**src/rtl/alu_rr_arbiter.sv**
```systemverilog
// -----------------------------------------------------------------------------
// alu_rr_arbiter
//
// Shares one 8-bit ALU (a, b, cmd, enb -> 16-bit out) between NUM_REQ
// requesters. A round-robin arbiter picks a requester in IDLE and accepts its
// operands with a one-hot req_ready strobe. The operands are registered and
// applied to the ALU for exactly one EXEC cycle. The ALU result is then
// registered together with the owner's index and held in RESP until the
// consumer takes it.
//
// Optional build macro: ALU_ARB_HIPRI_EN
//   defined   : requester 0 has strict priority over all others and does not
//               move the round-robin pointer; requesters 1..NUM_REQ-1 rotate.
//   undefined : pure round-robin across all requesters.
//
// Ports:
//   clk        in   1           rising-edge clock
//   rst_n      in   1           asynchronous active-low reset
//   req_valid  in   NUM_REQ     per-requester request valid
//   req_a      in   NUM_REQ*8   operand A, requester i at [8i+7:8i]
//   req_b      in   NUM_REQ*8   operand B, same packing
//   req_cmd    in   NUM_REQ*4   ALU command, requester i at [4i+3:4i]
//   req_ready  out  NUM_REQ     one-hot accept strobe (IDLE only)
//   rsp_valid  out  1           result available
//   rsp_ready  in   1           consumer accepts result
//   rsp_data   out  16          captured ALU result
//   rsp_id     out  ID_W        index of the requester owning rsp_data
//   alu_a      out  8           ALU operand a
//   alu_b      out  8           ALU operand b
//   alu_cmd    out  4           ALU command
//   alu_enb    out  1           ALU enable (high during EXEC only)
//   alu_out    in   16          ALU result (combinational)
// -----------------------------------------------------------------------------
module alu_rr_arbiter #(
    parameter int NUM_REQ = 4,
    parameter int ID_W    = 2
) (
    input  logic                   clk,
    input  logic                   rst_n,
    input  logic [NUM_REQ-1:0]     req_valid,
    input  logic [NUM_REQ*8-1:0]   req_a,
    input  logic [NUM_REQ*8-1:0]   req_b,
    input  logic [NUM_REQ*4-1:0]   req_cmd,
    output logic [NUM_REQ-1:0]     req_ready,
    output logic                   rsp_valid,
    input  logic                   rsp_ready,
    output logic [15:0]            rsp_data,
    output logic [ID_W-1:0]        rsp_id,
    output logic [7:0]             alu_a,
    output logic [7:0]             alu_b,
    output logic [3:0]             alu_cmd,
    output logic                   alu_enb,
    input  logic [15:0]            alu_out
);

    typedef enum logic [1:0] {
        ST_IDLE = 2'd0,
        ST_EXEC = 2'd1,
        ST_RESP = 2'd2
    } state_t;

    state_t               state_r;
    state_t               state_nxt_s;

    logic [ID_W-1:0]      rr_ptr_r;
    logic [ID_W-1:0]      id_r;
    logic [ID_W-1:0]      ptr_nxt_s;
    logic [ID_W-1:0]      grant_idx_s;
    logic                 grant_found_s;
    logic [NUM_REQ-1:0]   rr_mask_s;
    logic [NUM_REQ-1:0]   req_ready_s;

    logic [7:0]           sel_a_s;
    logic [7:0]           sel_b_s;
    logic [3:0]           sel_cmd_s;

    logic [7:0]           alu_a_r;
    logic [7:0]           alu_b_r;
    logic [3:0]           alu_cmd_r;
    logic                 alu_enb_r;
    logic                 rsp_valid_r;
    logic [15:0]          rsp_data_r;
    logic [ID_W-1:0]      rsp_id_r;

    // Requests that take part in the rotating search.
    always_comb begin
        rr_mask_s = req_valid;
`ifdef ALU_ARB_HIPRI_EN
        // Requester 0 is handled by the priority override, not the rotation.
        rr_mask_s[0] = 1'b0;
`endif
    end

    // Grant search: first pass covers rr_ptr..NUM_REQ-1, second pass wraps to 0..rr_ptr-1.
    always_comb begin
        grant_found_s = 1'b0;
        grant_idx_s   = '0;
        for (int i = 0; i < NUM_REQ; i++) begin
            if (!grant_found_s && rr_mask_s[i] && (i >= int'(rr_ptr_r))) begin
                grant_found_s = 1'b1;
                grant_idx_s   = ID_W'(i);
            end else begin
                grant_found_s = grant_found_s;
            end
        end
        for (int i = 0; i < NUM_REQ; i++) begin
            if (!grant_found_s && rr_mask_s[i] && (i < int'(rr_ptr_r))) begin
                grant_found_s = 1'b1;
                grant_idx_s   = ID_W'(i);
            end else begin
                grant_found_s = grant_found_s;
            end
        end
`ifdef ALU_ARB_HIPRI_EN
        if (req_valid[0]) begin
            grant_found_s = 1'b1;
            grant_idx_s   = '0;
        end else begin
            grant_found_s = grant_found_s;
        end
`endif
    end

    // Pointer to load on a grant: one past the winner, wrapping at NUM_REQ.
    always_comb begin
        if (grant_idx_s == ID_W'(NUM_REQ - 1)) begin
            ptr_nxt_s = '0;
        end else begin
            ptr_nxt_s = grant_idx_s + ID_W'(1);
        end
`ifdef ALU_ARB_HIPRI_EN
        // A priority grant to requester 0 must not disturb the rotation.
        if (grant_idx_s == '0) begin
            ptr_nxt_s = rr_ptr_r;
        end else begin
            ptr_nxt_s = ptr_nxt_s;
        end
`endif
    end

    // Operand mux for the granted requester.
    always_comb begin
        sel_a_s   = 8'd0;
        sel_b_s   = 8'd0;
        sel_cmd_s = 4'd0;
        for (int i = 0; i < NUM_REQ; i++) begin
            if (grant_idx_s == ID_W'(i)) begin
                sel_a_s   = req_a[8*i +: 8];
                sel_b_s   = req_b[8*i +: 8];
                sel_cmd_s = req_cmd[4*i +: 4];
            end else begin
                sel_a_s = sel_a_s;
            end
        end
    end

    // One-hot accept strobe; forced low while reset is asserted.
    always_comb begin
        req_ready_s = '0;
        for (int i = 0; i < NUM_REQ; i++) begin
            if (rst_n && (state_r == ST_IDLE) && grant_found_s &&
                (grant_idx_s == ID_W'(i))) begin
                req_ready_s[i] = 1'b1;
            end else begin
                req_ready_s[i] = 1'b0;
            end
        end
    end

    // Next-state logic for IDLE -> EXEC -> RESP -> IDLE.
    always_comb begin
        state_nxt_s = state_r;
        case (state_r)
            ST_IDLE: begin
                if (grant_found_s) begin
                    state_nxt_s = ST_EXEC;
                end else begin
                    state_nxt_s = ST_IDLE;
                end
            end
            ST_EXEC: state_nxt_s = ST_RESP;
            ST_RESP: begin
                if (rsp_ready) begin
                    state_nxt_s = ST_IDLE;
                end else begin
                    state_nxt_s = ST_RESP;
                end
            end
            default: state_nxt_s = ST_IDLE;
        endcase
    end

    // State register.
    always_ff @(posedge clk or negedge rst_n) begin
        if (!rst_n) begin
            state_r <= ST_IDLE;
        end else begin
            state_r <= state_nxt_s;
        end
    end

    // Datapath registers: operand capture, ALU enable, response capture.
    always_ff @(posedge clk or negedge rst_n) begin
        if (!rst_n) begin
            rr_ptr_r    <= '0;
            id_r        <= '0;
            alu_a_r     <= 8'd0;
            alu_b_r     <= 8'd0;
            alu_cmd_r   <= 4'd0;
            alu_enb_r   <= 1'b0;
            rsp_valid_r <= 1'b0;
            rsp_data_r  <= 16'd0;
            rsp_id_r    <= '0;
        end else begin
            case (state_r)
                ST_IDLE: begin
                    if (grant_found_s) begin
                        alu_a_r   <= sel_a_s;
                        alu_b_r   <= sel_b_s;
                        alu_cmd_r <= sel_cmd_s;
                        id_r      <= grant_idx_s;
                        rr_ptr_r  <= ptr_nxt_s;
                        alu_enb_r <= 1'b1;
                    end
                end
                ST_EXEC: begin
                    // Full 16-bit capture keeps the MUL high byte intact.
                    alu_enb_r   <= 1'b0;
                    rsp_data_r  <= alu_out;
                    rsp_id_r    <= id_r;
                    rsp_valid_r <= 1'b1;
                end
                ST_RESP: begin
                    if (rsp_ready) begin
                        rsp_valid_r <= 1'b0;
                    end
                end
                default: begin
                    alu_enb_r   <= 1'b0;
                    rsp_valid_r <= 1'b0;
                end
            endcase
        end
    end

    assign req_ready = req_ready_s;
    assign rsp_valid = rsp_valid_r;
    assign rsp_data  = rsp_data_r;
    assign rsp_id    = rsp_id_r;
    assign alu_a     = alu_a_r;
    assign alu_b     = alu_b_r;
    assign alu_cmd   = alu_cmd_r;
    assign alu_enb   = alu_enb_r;

endmodule
```
**config.mk**
```make
export PLATFORM = sky130hd
export DESIGN_NAME = alu_rr_arbiter
export DESIGN_NICKNAME = d
export VERILOG_FILES = /design/src/rtl/alu_rr_arbiter.sv
export SDC_FILE = /design/constraint.sdc
export NUM_CORES = 1
export LEC_CHECK = 0
export BUFFER_PORTS_ARGS = -buffer_cell sky130_fd_sc_hd__buf_2
export CORE_MARGIN = 2
export CORE_UTILIZATION = 44
export CTS_BUF_LIST = sky130_fd_sc_hd__clkbuf_16
export CTS_CLUSTER_SIZE = 25
export DETAILED_ROUTE_END_ITERATION = 16
export GPL_TIMING_DRIVEN = 0
export PLACE_DENSITY = 0.88
export RECOVER_POWER = 25
export SKIP_LAST_GASP = 1
export SLEW_MARGIN = 5
export SYNTH_ARGS = -nofsm -noshare
export SYNTH_HDL_FRONTEND = slang
export SYNTH_SLANG_ARGS = --single-unit
```
**constraint.sdc**
```tcl
create_clock -name clk -period 2.7 [get_ports clk]
set_input_delay 0.54 -clock clk [delete_from_list [all_inputs] [get_ports clk]]
set_output_delay 0.54 -clock clk [all_outputs]
set_load 0.01 [all_outputs]
```
==> results of run 1 <==
## per-stage QoR
stage,instance area [sq um],util,setup TNS [ns],worst slack [ns]
2_1_floorplan,2610,-,0,0.166
3_3_place_gp,3430,0.590,-2.94,-0.331
3_5_place_dp,3430,0.590,-4.85,-0.386
4_1_cts,3640,0.626,-0.129,-0.115
5_1_grt,3660,0.630,-0.130,-0.0690
6_report,3660,0.630,0,0.0328
## critical path, cell delays in order, from the launching register on
cell      delay, ns
dfrtp_2        0.44
nand2b_4       0.16
a21oi_4        0.07
or3_1          0.39
ha_1           0.28
clkbuf_4       0.21
and3_1         0.15
buf_2          0.14
## repair_timing
action / 4_1_cts / 5_1_grt
pin swaps: 0 / 2
gates resized for setup: 12 / 11
setup endpoints to repair: 13 / 15
## flip-flops by register name, indices dropped and copies added (netlist names)
register / cells
alu_b: 8
alu_a: 8
rsp_id: 2
id_r: 2
rsp_valid: 1
state_r: 2
alu_enb: 1
rsp_data: 16
rr_ptr_r: 2
alu_cmd: 4
## kinds of logic after synthesis
kind of cell | share of synthesized area
AO/OA/AOI/OAI | 0.237
buffers and inverters | 0.0792
adder cells (fa/ha/maj) | 0.0192
AND/OR/NAND/NOR | 0.139
multiplexers | 0.0835
flip-flops | 0.442
## layer usage
layer / up-vias / global-route usage / wire length (um)
met4: 0 / 0.0627 / 50
met1: 1221 / 0.270 / 3040
met3: 4 / 0.0567 / 572
met5: - / 0 / 0
met2: 112 / 0.364 / 3600
li1: 1294 / - / -
## worst paths after layout
kind	start	endpoint	slack [ns]	depth (start not counted)
worst max-delay path	rr_ptr_r[1]	req_ready[2]	0.03	7
worst min-delay path	rst_n	rsp_id[1]	0.45	1
worst max register to register	rr_ptr_r[1]	alu_b[7]	0.31	7
worst min register to register	rsp_data[0]	rsp_data[0]	0.50	1
max in group asynchronous	rst_n	rr_ptr_r[1]	1.54	1
min in group clk	alu_out[3]	rsp_data[3]	0.49	2
## cell type report
cell class,instances,area (sq um),share of cell area
clock inverter,3,48.8,0.0133
buffer,23,125,0.0342
sequential,46,1150,0.315
timing repair buffer,146,731,0.200
tap,75,93.8,0.0256
inverter,22,85.1,0.0232
clock buffer,5,125,0.0342
multi-input combinational,178,1300,0.355
## power by group
part / switching, mW / leakage [nW] / total, mW / internal (mW)
sequential: 0.207 / 0.534 / 1.27 / 1.06
clock: 0.255 / 0.0819 / 0.698 / 0.442
combinational: 1.17 / 1.17 / 2.23 / 1.05
total: 1.64 / 1.78 / 4.19 / 2.56
## placed cells by master (no fill, tap or decap), drive strengths merged, types with 3 or more instances in the layout
master,count
a21oi,43
a221o,20
a31oi,20
and3,4
buf,153
clkbuf,21
dfrtp,46
ha,4
inv,23
mux2,19
nand2,21
nand2b,4
nand3b,20
nor2,3
==> summary.txt, run 1 <==
Logic synthesis
  • Top_reg_cell synth: dfrtp_1
  • Post-synth EDFFs: 0
  • Synth Register Bits: 46
  • Distinct cells, synth: 32
  • Largest cells by area after synthesis: dfrtp_1 44%, a21oi_1 8.3%, mux2_2 7.8%, a221o_1 7.7%, nand3b_1 5.8%
  • Mapped cell area: 2610 sq um
  • Syn. warnings: 0
  • Share of flip-flops with an asynchronous set or reset: 1.00
  • Area share of the largest cell type after synthesis: 0.442
  • Commonest cells in the netlist: 46 x dfrtp_1, 43 x a21oi_1, 21 x inv_1
  • Seq/Total Area, Yosys: 0.442
  • Count leader, synth: dfrtp_1
  • Largest area contributor in the netlist: dfrtp_1
  • Cells after Synth: 271
  • Mean post-synth cell area: 9.62 sq um
  • Synth Net Count: 378

Die
  • Rows: 28
  • Chip Height: 81.0 um
  • Core footprint: 5820 sq um
  • Initial Util: 0.448
  • Die footprint: 6550 sq um
  • Die width: 81.0 um
  • I/O Pins: 147

Global routing
  • Initial antenna violation count: 0
  • GRT Total Usage: 0.215
  • Vias in the first global route: 2,465
  • GRT overflow: 0
  • First-pass GRT wire length: 11,100 um
  • Largest net degree at the start of global routing: 51

Critical path
  • Critical Path Fanout Max: 10
  • Critical Path Sink Type: output pin
  • CP Class: reg2out
  • CP required: 2.16 ns
  • Startpoint Class: flip-flop
  • Crit path DAT: 2.13 ns

CTS
  • Post-CTS Hold Buffers: 0
  • Clk sinks: 46
  • CTS tree: yes
  • Clock slew at reported path FFs: 0.07 ns
  • Worst-Skew Late Latency: 0.28 ns
  • Cts bufs inserted: 5
  • H-tree depth: 2
  • Setup Buffers After CTS: 0
  • Clock Path Buffers: 2
  • Clock root cell: clkbuf_16

Finish
  • Fillers: 496
  • Area grow syn2layout: 40.5%
  • Antenna cells: 0
  • Final net count: 529
  • Finished Layout Cells: 498
  • Share of layout cells above drive strength 1: 0.461

Drt
  • DRT iter0 DRCs: 102
  • Total Wirelength: 7260 um
  • Vias per cell: 5.28
  • Wire per inst: 14.6 um
  • Remaining DRCs: 0
  • DR vias: 2,631
  • Post-detailed-route count of antenna-violating nets: 0
  • Pre-Repair DR Iteration Count: 4

Timing
  • Max Clk Rate: 0.375 GHz
  • Final Cycle Share: 0.988
  • Clock Skews: 0.00610 ns
  • Final Hold Viols: 0
  • Slew headroom: 0.297
  • Unrepaired setup endpoints after global routing: yes
  • Worst-margin pin slew: 1.05 ns
  • Post-layout min period: 2.67 ns
  • Worst hold margin: 0.451 ns
  • Slew Limit Fails: 0
  • # setup viols final: 0

Place
  • Final Wtd Congestion: 0.867
  • Placed cell count: 492
  • Hpwl dp: 5470 um
  • Port bufs: 146

Outcome
  • Status: finished, final reports clean

Power
  • Total power: 4.19 mW
  • P_leak: 1.78 nW
  • Pwr dens: 1140 nW/um^2
  • Max VDD drop: 0.516 mV

Worst hold path
  • HP Class: in2async

Run
  • Max Cap Violations: 0
Power figures use the tool's default switching activity.
==> run 2, diff against run 1 <==
--- a/config.mk
+++ b/config.mk
@@ -14,6 +14,7 @@
 export GPL_TIMING_DRIVEN = 0
 export PLACE_DENSITY = 0.88
 export RECOVER_POWER = 25
+export SETUP_SLACK_MARGIN = 0.15
 export SKIP_LAST_GASP = 1
 export SLEW_MARGIN = 5
 export SYNTH_ARGS = -nofsm -noshare
==> run 2 against run 1 <==
  * Core utilization increased by 4.4 points
  * Sequential power about the same
  * Register-to-register slack about the same
  * Die area unchanged
  * Non-clock buffer count increased by 17
  * Via count increased by 3.5%
  * Clock power about the same
  * Critical path type is now in2out
==> summary.txt, run 2 (synthesized netlist as in run 1, its figures left out) <==
Global routing
  • Largest net degree at the start of global routing: 51 (unchanged)
  • First-pass GRT wire length: 11,500 um (+3.4%)
  • GRT overflow: 0 (unchanged)
  • Vias in the first global route: 2,509 (+1.8%)
  • Initial antenna violation count: 0 (unchanged)
  • GRT Total Usage: 0.224 (+0.00873)

Finish
  • Finished Core Util: 0.674 (+0.0443)
  • Area grow syn2layout: 50.4%
  • Final net count: 546 (+3.2%)
  • Finished Layout Cells: 515 (+3.4%)
  • Max reg flops: 16 (unchanged)
  • Fillers: 466 (-6.0%)
  • Commonest non-fill, non-tap cells in the layout: 146 x buf_2, 44 x dfrtp_1, 41 x a21oi_1
  • Antenna cells: 0 (unchanged)
  • Most common cell after layout, fill and taps aside: buf_2
  • Share of layout cells above drive strength 1: 0.511 (+0.0504)

CTS
  • Clock slew at reported path FFs: 0.06 ns (about the same)
  • Cts bufs inserted: 5 (unchanged)
  • Clock root cell: clkbuf_16
  • Clk sinks: 46 (unchanged)
  • CTS tree: yes
  • H-tree depth: 2 (unchanged)
  • Post-CTS Hold Buffers: 0 (unchanged)
  • Worst-Skew Late Latency: 0.28 ns (about the same)
  • Clock Path Buffers: 2 (unchanged)

Timing
  • Max Clk Rate: 0.386 GHz (+3.0%)
  • Slew Limit Fails: 0 (unchanged)
  • Final Worst Setup Slack: 0.110 ns (+0.0774 ns)
  • Final Hold Viols: 0 (unchanged)
  • Slew headroom: 0.197 (-0.0999)
  • Clock Skews: 0.00662 ns (+0.000526 ns)
  • Worst-margin pin slew: 1.20 ns (+0.150 ns)
  • Unrepaired setup endpoints after global routing: yes
  • Setup TNS: 0 ns (unchanged)
  • Final Cycle Share: 0.959 (-0.0287)
  • # setup viols final: 0 (unchanged)
  • Post-layout min period: 2.59 ns (-0.0774 ns)

Drt
  • Pre-Repair DR Iteration Count: 4 (unchanged)
  • Wire per inst: 14.8 um (+1.9%)
  • DRT iter0 DRCs: 114 (+12%)
  • DR vias: 2,723 (+3.5%)
  • Wire length on met3: 589 um (+3.0%)
  • Post-detailed-route count of antenna-violating nets: 0 (unchanged)
  • Vias per cell: 5.29 (about the same)
  • Top Metal Used: met4
  • Routed metal-1 wirelength: 3160 um (+4.0%)
  • Remaining DRCs: 0 (unchanged)
  • Total Wirelength: 7650 um (+5.3%)
  • Routed wl met2: 3800 um (+5.6%)

Die
  • Die footprint: 6550 sq um (unchanged)
  • Die width: 81.0 um (unchanged)
  • Rows: 28 (unchanged)
  • Initial Util: 0.448 (unchanged)
  • Chip Height: 81.0 um (unchanged)
  • Core footprint: 5820 sq um (unchanged)
  • I/O Pins: 147 (unchanged)

Place
  • Final Wtd Congestion: 0.867 (unchanged)
  • Placed cell count: 492 (unchanged)
  • Port bufs: 146 (unchanged)
  • Placement Setup Slack: -0.386 ns (unchanged)
  • Hpwl dp: 5470 um (unchanged)

Power
  • Clock share of power: 0.157 (-0.009)
  • Seq pwr share: 0.285 (-0.017)
  • NetSw: 1.71 mW (+4.8%)
  • Sw Share: 0.385 (-0.00536)
  • P_leak: 1.90 nW (+6.6%)
  • Total power: 4.45 mW (+6.2%)
  • Max VDD drop: 0.557 mV (+7.9%)
  • Combinational group share of total power: 0.558 (+0.027)
  • Pwr dens: 1140 nW/um^2 (-0.77%)
  • Cell internal pwr: 2.74 mW (+7.2%)

Critical path
  • Critical Path Sink Type: output pin
  • Crit path DAT: 2.05 ns (-0.08 ns)
  • Critical R2R Launch: rr_ptr_r[1]
  • Startpoint Class: primary input
  • Worst r2r dst: alu_b[7]
  • Worst reg2reg path depth: 9 (+2)
  • CP Class: in2out
  • R2r setup slk: 0.32 ns (about the same)
  • CP required: 2.16 ns (about the same)
  • Critical Path Fanout Max: 10 (unchanged)

Worst hold path
  • Hold depth: 2
  • Source of the worst hold timing path: alu_out[3]
  • WHS Endpoint: rsp_data[3]
  • HP Class: in2reg

Outcome
  • Status: finished, final reports clean

Run
  • Max Cap Violations: 0 (unchanged)
run 2: cell count changes in the layout (fill, tap and decap cells not counted), sizes merged:
cell	change
buf	+17
run 2: critical path, cell delays in order:
cell	delay (ns)
clkbuf_4	0.17
nand2b_1	0.14
a21boi_2	0.09
or3_4	0.43
ha_2	0.22
buf_4	0.18
and3_1	0.15
buf_2	0.14
run 2: per-stage QoR:
stage	area (sq um)	hold WS [ns]
6_report	3920	0.487
5_1_grt	3920	0.478
4_1_cts	3790	0.484
3_5_place_dp	3430	0.490
3_3_place_gp	3430	0.477
2_1_floorplan	2610	0.244
run 2: timing repair:
action	CTS	global route
buffers inserted	5	10
endpoints found under the setup margin	24	23
endpoints found under the hold margin	0	0
pin swaps	6	8
resized for setup	37	18
run 2: cell type report:
class	count	area, sq um	share of cell area
Multi-Input combinational cell	178	1380	0.352
Sequential cell	46	1150	0.294
Timing Repair Buffer	161	856	0.218
Buffer	25	178	0.0453
Clock buffer	5	125	0.0319
Tap cell	75	93.8	0.0239
Inverter	22	85.1	0.0217
Clock inverter	3	48.8	0.0124
run 2: layer usage:
layer,vias up,global-route usage
met2,110,0.383
met3,11,0.0567
met5,-,0
li1,1328,-
met4,0,0.0678
met1,1274,0.278
run 2: power by group through the flow:
stage | combinational (mW) | sequential [mW] | clock (mW)
6_report | 2.48 | 1.27 | 0.701
5_1_grt | 2.73 | 1.30 | 0.740
4_1_cts | 2.35 | 1.26 | 0.716
3_5_place_dp | 2.18 | 1.27 | 0
3_3_place_gp | 2.13 | 1.24 | 0
2_1_floorplan | 1.31 | 1.40 | 0
run 2: worst max-delay path by stage:
stage | startpoint | end | slack, ns | depth (start not counted)
3_5_place_dp | req_valid[0] | req_ready[2] | -0.39 | 8
5_1_grt | rr_ptr_r[0] | req_ready[1] | 0.05 | 7
6_report | req_valid[3] | req_ready[1] | 0.11 | 8
2_1_floorplan | req_valid[0] | req_ready[2] | 0.17 | 6
3_3_place_gp | req_valid[0] | req_ready[2] | -0.33 | 8
4_1_cts | rr_ptr_r[0] | req_ready[3] | 0.13 | 8
